`src/rtl/countdown_sequencer.sv`:
```
// Egg-timer countdown datapath: loads mm:ss from the set key, counts down in TIMER,
// flags 00:00 to the controller and generates the display blink cadence in FLASH.
module countdown_sequencer #(
  parameter int TICKS_PER_SEC = 50000000,
  parameter int FLASH_HALF    = 25000000
) (
  input  logic       clk,
  input  logic       reset,
  input  logic [3:0] state,
  input  logic       set_key,
  output logic [3:0] sec_ones,
  output logic [3:0] sec_tens,
  output logic [3:0] min_ones,
  output logic [3:0] min_tens,
  output logic       finishBit,
  output logic       flash_on
);

  localparam int PW = (TICKS_PER_SEC > 1) ? $clog2(TICKS_PER_SEC) : 1;
  localparam int FW = (FLASH_HALF > 0) ? $clog2(FLASH_HALF + 1) : 1;
  localparam logic [PW-1:0] PRE_TOP   = PW'(TICKS_PER_SEC - 1);
  localparam logic [FW-1:0] FLASH_TOP = FW'(FLASH_HALF - 1);

  localparam logic [3:0] ST_SET_SEC     = 4'd0;
  localparam logic [3:0] ST_SET_MIN     = 4'd1;
  localparam logic [3:0] ST_TIMER       = 4'd2;
  localparam logic [3:0] ST_READY       = 4'd3;
  localparam logic [3:0] ST_RESET       = 4'd4;
  localparam logic [3:0] ST_FLASH       = 4'd5;
  localparam logic [3:0] ST_SEC_MIN     = 4'd7;
  localparam logic [3:0] ST_READY_TIMER = 4'd9;
  localparam logic [3:0] ST_MIN_READY   = 4'd10;
  localparam logic [3:0] ST_TIMER_READY = 4'd11;

  logic [3:0]    secOnes_q, secOnes_d, secTens_q, secTens_d;
  logic [3:0]    minOnes_q, minOnes_d, minTens_q, minTens_d;
  logic [PW-1:0] pre_q, pre_d;
  logic [FW-1:0] flashCnt_q, flashCnt_d;
  logic          flashOn_q, flashOn_d, flashActive_q, flashActive_d;
  logic          finish_q, finish_d, keyPrev_q, keyPrev_d;
  logic          press, allZero;

  assign press   = keyPrev_q & ~set_key;
  assign allZero = ~|{secOnes_q, secTens_q, minOnes_q, minTens_q};

  always_comb begin
    secOnes_d     = secOnes_q;
    secTens_d     = secTens_q;
    minOnes_d     = minOnes_q;
    minTens_d     = minTens_q;
    pre_d         = pre_q;
    flashCnt_d    = flashCnt_q;
    flashOn_d     = flashOn_q;
    flashActive_d = flashActive_q;
    finish_d      = finish_q;
    keyPrev_d     = set_key;
    case (state)
      ST_RESET: begin
        secOnes_d     = '0;
        secTens_d     = '0;
        minOnes_d     = '0;
        minTens_d     = '0;
        pre_d         = '0;
        flashCnt_d    = '0;
        flashOn_d     = 1'b0;
        flashActive_d = 1'b0;
        finish_d      = 1'b0;
        keyPrev_d     = 1'b1;
      end
      ST_SET_SEC: begin
        pre_d         = '0;
        flashCnt_d    = '0;
        flashOn_d     = 1'b0;
        flashActive_d = 1'b0;
        if (press) begin
          if (secOnes_q == 4'd9) begin
            secOnes_d = 4'd0;
            secTens_d = (secTens_q == 4'd5) ? 4'd0 : secTens_q + 4'd1;
          end else begin
            secOnes_d = secOnes_q + 4'd1;
          end
        end
      end
      ST_SET_MIN: begin
        pre_d         = '0;
        flashCnt_d    = '0;
        flashOn_d     = 1'b0;
        flashActive_d = 1'b0;
        if (press) begin
          if (minOnes_q == 4'd9) begin
            minOnes_d = 4'd0;
            minTens_d = (minTens_q == 4'd9) ? 4'd0 : minTens_q + 4'd1;
          end else begin
            minOnes_d = minOnes_q + 4'd1;
          end
        end
      end
      ST_READY, ST_SEC_MIN, ST_READY_TIMER, ST_MIN_READY, ST_TIMER_READY: begin
        flashCnt_d    = '0;
        flashOn_d     = 1'b0;
        flashActive_d = 1'b0;
      end
      ST_TIMER: begin
        flashCnt_d    = '0;
        flashOn_d     = 1'b0;
        flashActive_d = 1'b0;
        if (allZero) finish_d = 1'b1;
        if (pre_q == PRE_TOP) begin
          pre_d = '0;
          // BCD borrow chain; 00:00 is sticky so the count never wraps
          if (!allZero) begin
            if (secOnes_q != 4'd0) begin
              secOnes_d = secOnes_q - 4'd1;
            end else begin
              secOnes_d = 4'd9;
              if (secTens_q != 4'd0) begin
                secTens_d = secTens_q - 4'd1;
              end else begin
                secTens_d = 4'd5;
                if (minOnes_q != 4'd0) begin
                  minOnes_d = minOnes_q - 4'd1;
                end else begin
                  minOnes_d = 4'd9;
                  minTens_d = minTens_q - 4'd1;
                end
              end
            end
          end
        end else begin
          pre_d = pre_q + PW'(1);
        end
      end
      ST_FLASH: begin
        if (!flashActive_q) begin
          flashActive_d = 1'b1;
          flashOn_d     = 1'b1;
          flashCnt_d    = '0;
        end else if (flashCnt_q == FLASH_TOP) begin
          flashCnt_d = '0;
          flashOn_d  = ~flashOn_q;
        end else begin
          flashCnt_d = flashCnt_q + FW'(1);
        end
      end
      default: ;
    endcase
  end

  always_ff @(posedge clk) begin
    if (reset) begin
      secOnes_q     <= '0;
      secTens_q     <= '0;
      minOnes_q     <= '0;
      minTens_q     <= '0;
      pre_q         <= '0;
      flashCnt_q    <= '0;
      flashOn_q     <= 1'b0;
      flashActive_q <= 1'b0;
      finish_q      <= 1'b0;
      keyPrev_q     <= 1'b1;
    end else begin
      secOnes_q     <= secOnes_d;
      secTens_q     <= secTens_d;
      minOnes_q     <= minOnes_d;
      minTens_q     <= minTens_d;
      pre_q         <= pre_d;
      flashCnt_q    <= flashCnt_d;
      flashOn_q     <= flashOn_d;
      flashActive_q <= flashActive_d;
      finish_q      <= finish_d;
      keyPrev_q     <= keyPrev_d;
    end
  end

  assign sec_ones  = secOnes_q;
  assign sec_tens  = secTens_q;
  assign min_ones  = minOnes_q;
  assign min_tens  = minTens_q;
  assign finishBit = finish_q;
  assign flash_on  = flashOn_q;

endmodule

```
`config.mk`:
```
export PLATFORM = sky130hd
export DESIGN_NAME = countdown_sequencer
export DESIGN_NICKNAME = d
export VERILOG_FILES = /design/src/rtl/countdown_sequencer.sv
export SDC_FILE = /design/constraint.sdc
export NUM_CORES = 1
export LEC_CHECK = 0
export CORE_AREA = 2 2 126 67
export CTS_CLUSTER_SIZE = 24
export DETAILED_ROUTE_END_ITERATION = 6
export DIE_AREA = 0 0 128 69
export GPL_TIMING_DRIVEN = 0
export PLACE_DENSITY = 0.75
export SYNTH_ARGS = -nofsm -noshare
export SYNTH_HDL_FRONTEND = slang
export SYNTH_SLANG_ARGS = --single-unit
```
`constraint.sdc`:
```
create_clock -name clk -period 2.6 [get_ports clk]
set_input_delay 0.52 -clock clk [delete_from_list [all_inputs] [get_ports clk]]
set_output_delay 0.52 -clock clk [all_outputs]
set_load 0.05 [all_outputs]
```
== Yosys cells after proc, flatten, opt, wreduce, memory -nomap -nowiden ==
Cells that the tools add are included.

* Bits in read-only memories: 0
* Logic and storage cells: 110
* Memories: 0
* Bits in registers: 71
* Latch bits: 0
* Memory bits (writable): 0

* Equality and inequality tests: 26
* Reduce and logical (&&, ||, !) cells: 19
* Multiplexer cells: 42
* $mul: 0
* Bitwise operators: 3
* $add $sub $neg: 10
* Order comparisons: 0
* Div/mod/pow operators: 0
* Shift-type cells: 0

{| class="wikitable"
|+ Operator list
! cell !! number
|-
| 2-to-1 mux 4 bit || 27
|-
| one-hot mux 26 bit (2 select lines) || 1
|-
| 2-to-1 mux 25 bit || 2
|-
| one-hot mux 25 bit (2 select lines) || 1
|-
| one-hot mux 4 bit (3 select lines) || 4
|-
| adder 26 x 1 -> 26 bit, second input constant || 1
|-
| == test 26 bit, second input constant || 1
|-
| 2-to-1 mux 26 bit || 1
|-
| adder 25 x 1 -> 25 bit, second input constant || 1
|-
| == test 25 bit, second input constant || 1
|-
| == test 4 bit, second input constant || 6
|-
| inequality test 2 bit, second input constant || 10
|-
| adder 4 x 1 -> 4 bit, second input constant || 4
|-
| == test 4 x 3 -> 1 bit, second input constant || 4
|-
| OR reduction 16 bit || 1
|-
| subtractor 4 x 1 -> 4 bit, second input constant || 4
|-
| AND reduction 6 bit || 2
|-
| nonzero test 4 bit || 3
|-
| OR reduction 9 bit || 1
|-
| == test 4 x 2 -> 1 bit, second input constant || 2
|-
| AND reduction 8 bit || 1
|-
| one-hot mux 1 bit (2 select lines) || 3
|-
| nonzero test 2 bit || 3
|-
| nonzero test 3 bit || 2
|-
| other kinds (10) || 14
|}

== Logic depth before layout (Yosys ltp) ==
Gate-level depths: netlist (run 1).

* Word-level depth: 7
* Gate-level depth with buffers: 7

== Worst setup path before layout (run 1) ==
No wires, ideal clock.

* Path type: reg2reg
* From: reg secTens_q[0] (netlist: sec_tens[0])
* To: reg minTens_q[0] (netlist: min_tens[0])
* Setup time: 87 ps
* Data arrival time: 2358 ps
* Path slack: 155 ps
* Stages on the path, launching flop included: 8
* Path through: dfxtp_1 -> inv_1 -> ha_1 -> or3b_2 -> a211oi_1 -> o211ai_1 -> or4_1 -> o31ai_1

* Cells in the longest elaborated chain, start to end: 3

{| class="wikitable"
|+ RTL lines
! what !! line !! RTL
|-
| from (decl) || 35 || <nowiki>logic [3:0] secOnes_q, secOnes_d, secTens_q, secTens_d;</nowiki>
|-
| from (signal assigned) || 163 || <nowiki>secTens_q <= secTens_d;</nowiki>
|-
| OR reduction 16 bit / nonzero test 4 bit (equally long branches) || 44, 116 ||
|-
| inequality test 2 bit (no line) || n/a ||
|-
| AND reduction 8 bit (no line) (*) || n/a ||
|-
| to (signal assigned) || 165 || <nowiki>minTens_q <= minTens_d;</nowiki>
|-
| to (decl) || 36 || <nowiki>logic [3:0] minOnes_q, minOnes_d, minTens_q, minTens_d;</nowiki>
|}

Every way passes the cells marked *; elsewhere a longest branch is shown, timed or not.
A chain may end at the register's enable or synchronous reset.

== Final worst setup path (run 1) ==
* From: reg pre_q[0]
* To: reg secTens_q[1] (netlist: sec_tens[1])

* Cells in the longest elaborated chain, start to end: 3

{| class="wikitable"
|+ RTL lines
! what !! line !! RTL
|-
| from (decl) || 37 || <nowiki>logic [PW-1:0] pre_q, pre_d;</nowiki>
|-
| from (signal assigned) || 166 || <nowiki>pre_q <= pre_d;</nowiki>
|-
| == test 26 bit || 108 || <nowiki>if (pre_q == PRE_TOP) begin</nowiki>
|-
| inequality test 2 bit (no line) || n/a ||
|-
| AND reduction 6 bit (no line) || n/a ||
|}

No other way between the ends.

==> results of run 1 <==
-- layer usage --
layer	part of all wire	vias to the layer above	track usage	wire length [µm]
met5	0	-	0	0
met2	0.42	295	0.429	5500
met1	0.46	2224	0.449	6090
met4	0.019	0	0.0855	252
li1	-	2173	-	-
met3	0.099	40	0.0862	1310
-- layout make-up --
type	count	area (µm²)
inverters	19	71.3
clock inverters	5	104
fillers	636	2470
flip-flops and latches	71	1420
multi-input cells	442	2930
well taps	100	125
repair buffers	22	220
plain buffers	26	118
clock buffers	11	253
-- sequential cells by signal, indices dropped and copies added (netlist names) --
name,cells
finishBit,1
flashActive_q,1
flashCnt_q,25
flash_on,1
keyPrev_q,1
min_ones,4
min_tens,4
pre_q,26
sec_ones,4
sec_tens,4
-- report_power, final --
group	leakage [nW]	internal (W)	total [W]	switching [W]
Combinational	1.03	0.0000837	0.000259	0.000175
Clock	0.176	0.000990	0.00148	0.000491
Sequential	0.573	0.00110	0.00111	0.0000113
-- worst paths after layout --
path | from | to | slack [ns] | depth (start not counted)
max | pre_q[0] | sec_tens[1] | -0.002 | 6
min | flashCnt_q[24] | flashCnt_q[24] | 0.48 | 1
max reg2reg | pre_q[0] | sec_tens[1] | -0.002 | 6
min reg2reg | flashCnt_q[24] | flashCnt_q[24] | 0.48 | 1
-- what timing repair did --
action | 4_1_cts | 5_1_grt
cloned | 0 | 0
endpoints found under the setup margin | 19 | 48
pin swaps | 0 | 4
gates resized for setup | 6 | 11
-- cells in the final DEF, fill, tap and decap left out, types with 7 or more instances in the layout --
cell type         n
clkbuf_1         18
ha_1             16
a21oi_1          33
o31ai_1           7
nand2_1          46
nand4_1          19
inv_1            19
nor3_1           16
nor2_1           56
xor2_1            8
o21ai_0          27
clkdlybuf4s50_1  19
clkbuf_16         9
nor4_1            7
dfxtp_1          71
or3_1            10
nand3_1          34
nand3b_1         10
xnor2_1          12
a31oi_1          15
-- cell families after synthesis --
kind of cell,after synthesis,synth area share
simple gates,247,0.300
compound gates,151,0.236
flops,71,0.317
buf+inv,45,0.0411
xor+xnor,20,0.0391
fa+ha+maj,18,0.0497
mux,6,0.0162
-- synth_stat cells (4+ instances only) --
cell type | count | share of area
a31oi_1 | 15 | 0.021
mux2i_1 | 5 | 0.011
o211a_1 | 4 | 0.0089
o21ai_0 | 27 | 0.030
nand3b_1 | 10 | 0.017
and3_1 | 4 | 0.0056
a32oi_1 | 5 | 0.0098
nor4_1 | 9 | 0.013
inv_1 | 19 | 0.016
a21oi_1 | 33 | 0.037
o211ai_1 | 5 | 0.0084
nor3_1 | 17 | 0.019
nor2b_1 | 4 | 0.0056
a21o_1 | 5 | 0.0084
nand2_1 | 46 | 0.039
nor2_1 | 56 | 0.047
nand3_1 | 34 | 0.038
clkbuf_1 | 19 | 0.016
xnor2_1 | 12 | 0.023
or3_1 | 10 | 0.014
o31ai_1 | 7 | 0.012
a22o_1 | 6 | 0.012
nand4_1 | 19 | 0.027
xor2_1 | 8 | 0.016
ha_1 | 17 | 0.048
a211oi_1 | 4 | 0.0067
dfxtp_1 | 71 | 0.32
-- worst reg2reg max path, stage by stage (launching register included) --
cell	delay [ns]
dfxtp_1	0.39
ha_1	0.27
nand4_1	0.26
o31ai_1	0.63
o211ai_4	0.24
or3_4	0.46
o211a_1	0.24
-- metrics by stage --
step                      instance area (µm²)  TNS [ns]  power [W]  std cells  hold slack [ns]
after global placement                   4820    -12.72    0.00137        680            0.458
final                                    5250  -0.00225    0.00285        696            0.484
after detailed placement                 4820    -16.75    0.00137        680            0.462
after CTS                                5200         0    0.00284        696            0.476
after global routing                     5250    -0.284    0.00291        696            0.505
after floorplan                          4480         0    0.00130        558            0.433
==> metrics.csv, run 1 <==
stage,metric,value,unit
outcome,status,"finished, violations left",
outcome,failing checks,negative setup slack,
grt,vias in the first global route,4309,
sta,Finish-stage setup viols,1,
floorplanning,# IOs,25,
floorplanning,Die X,128,µm
clock_tree,hold bufs inserted after CTS,0,
setup_path,Critical Path RT,2.83,ns
clock_tree,Longest Clk Path Bufs,2,
yosys,Mean Syn Cell Area,8.02,µm²
hold_path,Hold WC Path Type,reg -> reg,
setup_path,Worst path slowest cell,o31ai_1,
clock_tree,"Clk Latency, worst-skew pair",0.34,ns
layout,final core utilization,0.680,
sta,share of the clock period used by the worst path,1.00,
layout,layout cells sized above 1,0.0889,
grt,initial antenna violation count,0,
placed_design,HPWL Detailed,9350,µm
drt,drt total wl,13100,µm
yosys,sequential share of the synthesized area,0.317,
yosys,Synth Register Bits,71,
sta,fmax,0.384,GHz
layout,area growth from synthesis to layout,17.2,%
clock_tree,CTS tree,done,
drt,via count,4732,
clock_tree,CTS Buf Count,9,
setup_path,Startpoint Class,register,
floorplanning,DIE AREA,0.00883,mm²
floorplanning,chip height,69,µm
yosys,Post-synth EDFFs,0,
sta,RSZ-0062 raised after global routing,true,
clock_tree,Post-CTS Setup Bufs,0,
setup_path,Bufs and invs on worst path,0,
yosys,most used flip-flop cell after synthesis,dfxtp_1,
layout,Nets,615,
drt,Via density,6.80,
floorplanning,Rows,23,
sta,pins over their slew limit,0,
setup_path,worst path arrival time,2.83,ns
sta,Final Critical Period,2.60,ns
sta,Least-Margin Pin Slew,0.824,ns
floorplanning,Core ar.,0.00771,mm²
sta,Slew HR,0.446,
drt,wire per inst,18.9,µm
setup_path,Setup crit end kind,register,
yosys,Netlist Area Pre-Place,0.00448,mm²
clock_tree,Worst-path clk slew,0.06,ns
placed_design,Buffers on Ports,22,
sta,Fin Clk Skew,0.00638,ns
clock_tree,Sink Count,71,
power_and_ir_drop,VDD IR max,0.323,mV
setup_path,CP top delay family,compound AO/OA/AOI/OAI gates,
grt,first-pass GRT wire length,21500,µm
yosys,Ys Warns,0,
drt,DRT Pass-1 Iters,5,
setup_path,CP Cell Sequence,ha_1 -> nand4_1 -> o31ai_1 -> o211ai_4 -> or3_4 -> o211a_1,
setup_path,Crit path largest cell delay,0.63,ns
yosys,Netlist cell types,83,
drt,DR iter-0 viols,727,
grt,Tot GR Track Use,0.304,
yosys,syn nets,582,
drt,Antenna Nets Post-Route,0,
sta,final hold vios,0,
yosys,Mapped Cells,558,
layout,antenna cells,0,
setup_path,CP max FO,8,
placed_design,DP Worst Slack,-0.561,ns
clock_tree,Clock Tree Root,clkbuf_16,
power_and_ir_drop,power per standard cell area,543,mW/mm²
sta,setup ws final,-0.00225,ns
grt,total gr overflow,0,
job,max-cap check violation count,0,
clock_tree,htree depth,3,
drt,residual DRC count,0,
power_and_ir_drop,P_leak,1.77,nW
grt,pin count of the biggest net entering global routing,13,
yosys,Synth async-reset ratio,0,
placed_design,last weighted congestion value of the routability-driven placer,0.903,
setup_path,WS Path Type,reg -> reg,
floorplanning,Initial Util,0.580,
No activity file was read; power rests on OpenSTA's default activity.
==> run 2, diff against run 1 <==
--- a/config.mk
+++ b/config.mk
@@ -5,12 +5,12 @@
 export SDC_FILE = /design/constraint.sdc
 export NUM_CORES = 1
 export LEC_CHECK = 0
-export CORE_AREA = 2 2 126 67
+export CORE_AREA = 2 2 95 87
 export CTS_CLUSTER_SIZE = 24
 export DETAILED_ROUTE_END_ITERATION = 6
-export DIE_AREA = 0 0 128 69
+export DIE_AREA = 0 0 97 89
 export GPL_TIMING_DRIVEN = 0
-export PLACE_DENSITY = 0.75
+export PLACE_DENSITY = 0.76
 export SYNTH_ARGS = -nofsm -noshare
 export SYNTH_HDL_FRONTEND = slang
 export SYNTH_SLANG_ARGS = --single-unit
==> metrics.csv, run 2 (same netlist as run 1, synthesis figures left out) <==
stage,metric,value,unit,change
clock_tree,Clock Tree Root,clkbuf_8,,
sta,fmax,0.398,GHz,+3.5%
clock_tree,"Clk Latency, worst-skew pair",0.35,ns,about the same
outcome,status,"finished, final reports clean",,
setup_path,Startpoint Class,input port,,
power_and_ir_drop,Sw Ratio,0.257,,+0.0187
grt,Tot GR Track Use,0.270,,-0.0333
drt,Antenna Nets Post-Route,0,,unchanged
sta,Finish-stage setup viols,0,,-1
floorplanning,# IOs,25,,unchanged
drt,drt total wl,11600,µm,-12%
drt,wire per inst,16.7,µm,-12%
sta,final hold vios,0,,unchanged
grt,total gr overflow,0,,unchanged
grt,vias in the first global route,4110,,-4.6%
grt,first-pass GRT wire length,19200,µm,-11%
drt,DRT Pass-1 Iters,4,,-1
layout,most frequent cells in the layout,"dfxtp_1 (70), nor2_1 (56), nand2_1 (46)",,
power_and_ir_drop,Int Pwr,0.00178,W,-18%
clock_tree,Sink Count,71,,unchanged
placed_design,HPWL Detailed,8170,µm,-13%
layout,"Most flops, register",pre_q,,
setup_path,Critical Path RT,2.89,ns,+0.06 ns
floorplanning,chip height,89,µm,+29%
sta,Fin Clk Skew,0.0113,ns,+0.00493 ns
clock_tree,CTS Buf Count,9,,unchanged
sta,Slew HR,0.502,,+0.0564
sta,pins over their slew limit,0,,unchanged
layout,layout cells sized above 1,0.0935,,+0.00456
power_and_ir_drop,P_sw,0.000614,W,-9.3%
placed_design,Area after DPL,0.00482,mm²,-0.10%
setup_path,CP max FO,10,,+2
drt,residual DRC count,0,,unchanged
layout,fin area,0.00513,mm²,-2.1%
clock_tree,htree depth,3,,unchanged
hold_path,Hold WC Path Type,reg -> reg,,
sta,Final Critical Period,2.51,ns,-0.0891 ns
sta,share of the clock period used by the worst path,0.967,,-0.0343
layout,largest registers,"pre_q x26, flashCnt_q x25",,
grt,initial antenna violation count,0,,unchanged
grt,pin count of the biggest net entering global routing,13,,unchanged
layout,Nets,618,,+0.49%
power_and_ir_drop,VDD IR max,0.442,mV,+37%
floorplanning,Core ar.,0.00754,mm²,-2.2%
layout,Largest register FFs,26,,unchanged
floorplanning,Initial Util,0.593,,+0.0129
setup_path,Setup crit end kind,register,,
drt,Via density,6.40,,-5.9%
layout,area growth from synthesis to layout,14.7,%,
power_and_ir_drop,Total Power,0.00239,W,-16%
drt,via count,4447,,-6.0%
layout,"commonest non-fill, non-tap cell in the layout",dfxtp_1,,
clock_tree,Worst-path clk slew,0.08,ns,+0.02 ns
setup_path,worst path arrival time,2.80,ns,-0.03 ns
layout,antenna cells,0,,unchanged
floorplanning,Rows,30,,+30%
sta,Least-Margin Pin Slew,0.741,ns,-0.0832 ns
drt,DR iter-0 viols,225,,-69%
floorplanning,DIE AREA,0.00863,mm²,-2.3%
setup_path,WS Path Type,in -> reg,,
placed_design,last weighted congestion value of the routability-driven placer,0.949,,+5.1%
power_and_ir_drop,power per standard cell area,466,mW/mm²,-14%
power_and_ir_drop,Clock power frac,0.430,,-0.090
placed_design,Buffers on Ports,22,,unchanged
clock_tree,Longest Clk Path Bufs,2,,unchanged
floorplanning,Die X,97,µm,-24%
power_and_ir_drop,share of power burned in registers,0.462,,+0.073
job,max-cap check violation count,0,,unchanged
clock_tree,CTS tree,done,,
power_and_ir_drop,combinational power share,0.108,,+0.017
power_and_ir_drop,P_leak,1.71,nW,-3.8%
run 2: through the flow:
step | worst slack, ns | TNS [ns] | utilization | instances | hold WS, ns
2_1_floorplan | 0.155 | 0 | - | 558 | 0.433
3_3_place_gp | -0.416 | -12.70 | 0.638 | 676 | 0.454
3_5_place_dp | -0.468 | -14.87 | 0.638 | 676 | 0.461
4_1_cts | 0.00280 | 0 | 0.672 | 692 | 0.479
5_1_grt | -0.00812 | -0.0176 | 0.680 | 695 | 0.514
6_report | 0.0869 | 0 | 0.680 | 695 | 0.474
run 2: worst paths after layout:
path	startpoint	endpoint	slack (ns)	depth (start not counted)
max	state[0]	sec_tens[3]	0.09	7
min	finishBit	finishBit	0.47	1
max reg2reg	sec_tens[1]	min_tens[0]	0.13	7
min reg2reg	finishBit	finishBit	0.47	1
run 2: cell type report:
cell class	instances	area [µm²]
flip-flops and latches	71	1420
plain buffers	26	115
fillers	626	2410
clock inverters	4	76.3
repair buffers	25	240
inverters	19	71.3
well taps	96	120
clock buffers	12	155
multi-input cells	442	2930
run 2: per-layer routing:
| metal | vias up | GRT usage | part of all wire | wire length [µm] |
|---|---|---|---|---|
| met5 | - | 0 | 0 | 0 |
| met4 | 0 | 0.0743 | 0.011 | 128 |
| met3 | 17 | 0.0594 | 0.049 | 571 |
| met2 | 126 | 0.458 | 0.46 | 5320 |
| met1 | 2128 | 0.355 | 0.48 | 5600 |
| li1 | 2176 | - | - | - |
run 2: critical path, stage by stage:
cell	delay [ns]
clkdlybuf4s50_1	0.48
or4b_1	0.48
buf_2	0.22
or3_4	0.44
o211ai_4	0.29
or3_4	0.21
mux2i_1	0.16
run 2: timing repair:
item                       CTS  global route
setup buffers                0             3
resized for setup            6            11
pin swaps                    0             3
hold buffers                 0             0
setup endpoints to repair    8            27
run 2: power groups by stage:
stage / registers [W] / clock network (W) / logic (W)
global route: 0.00111 / 0.00109 / 0.000276
floorplan: 0.00115 / 0 / 0.000147
detailed placement: 0.00113 / 0 / 0.000238
CTS: 0.00111 / 0.00105 / 0.000241
finish: 0.00111 / 0.00103 / 0.000258
global placement: 0.00113 / 0 / 0.000233
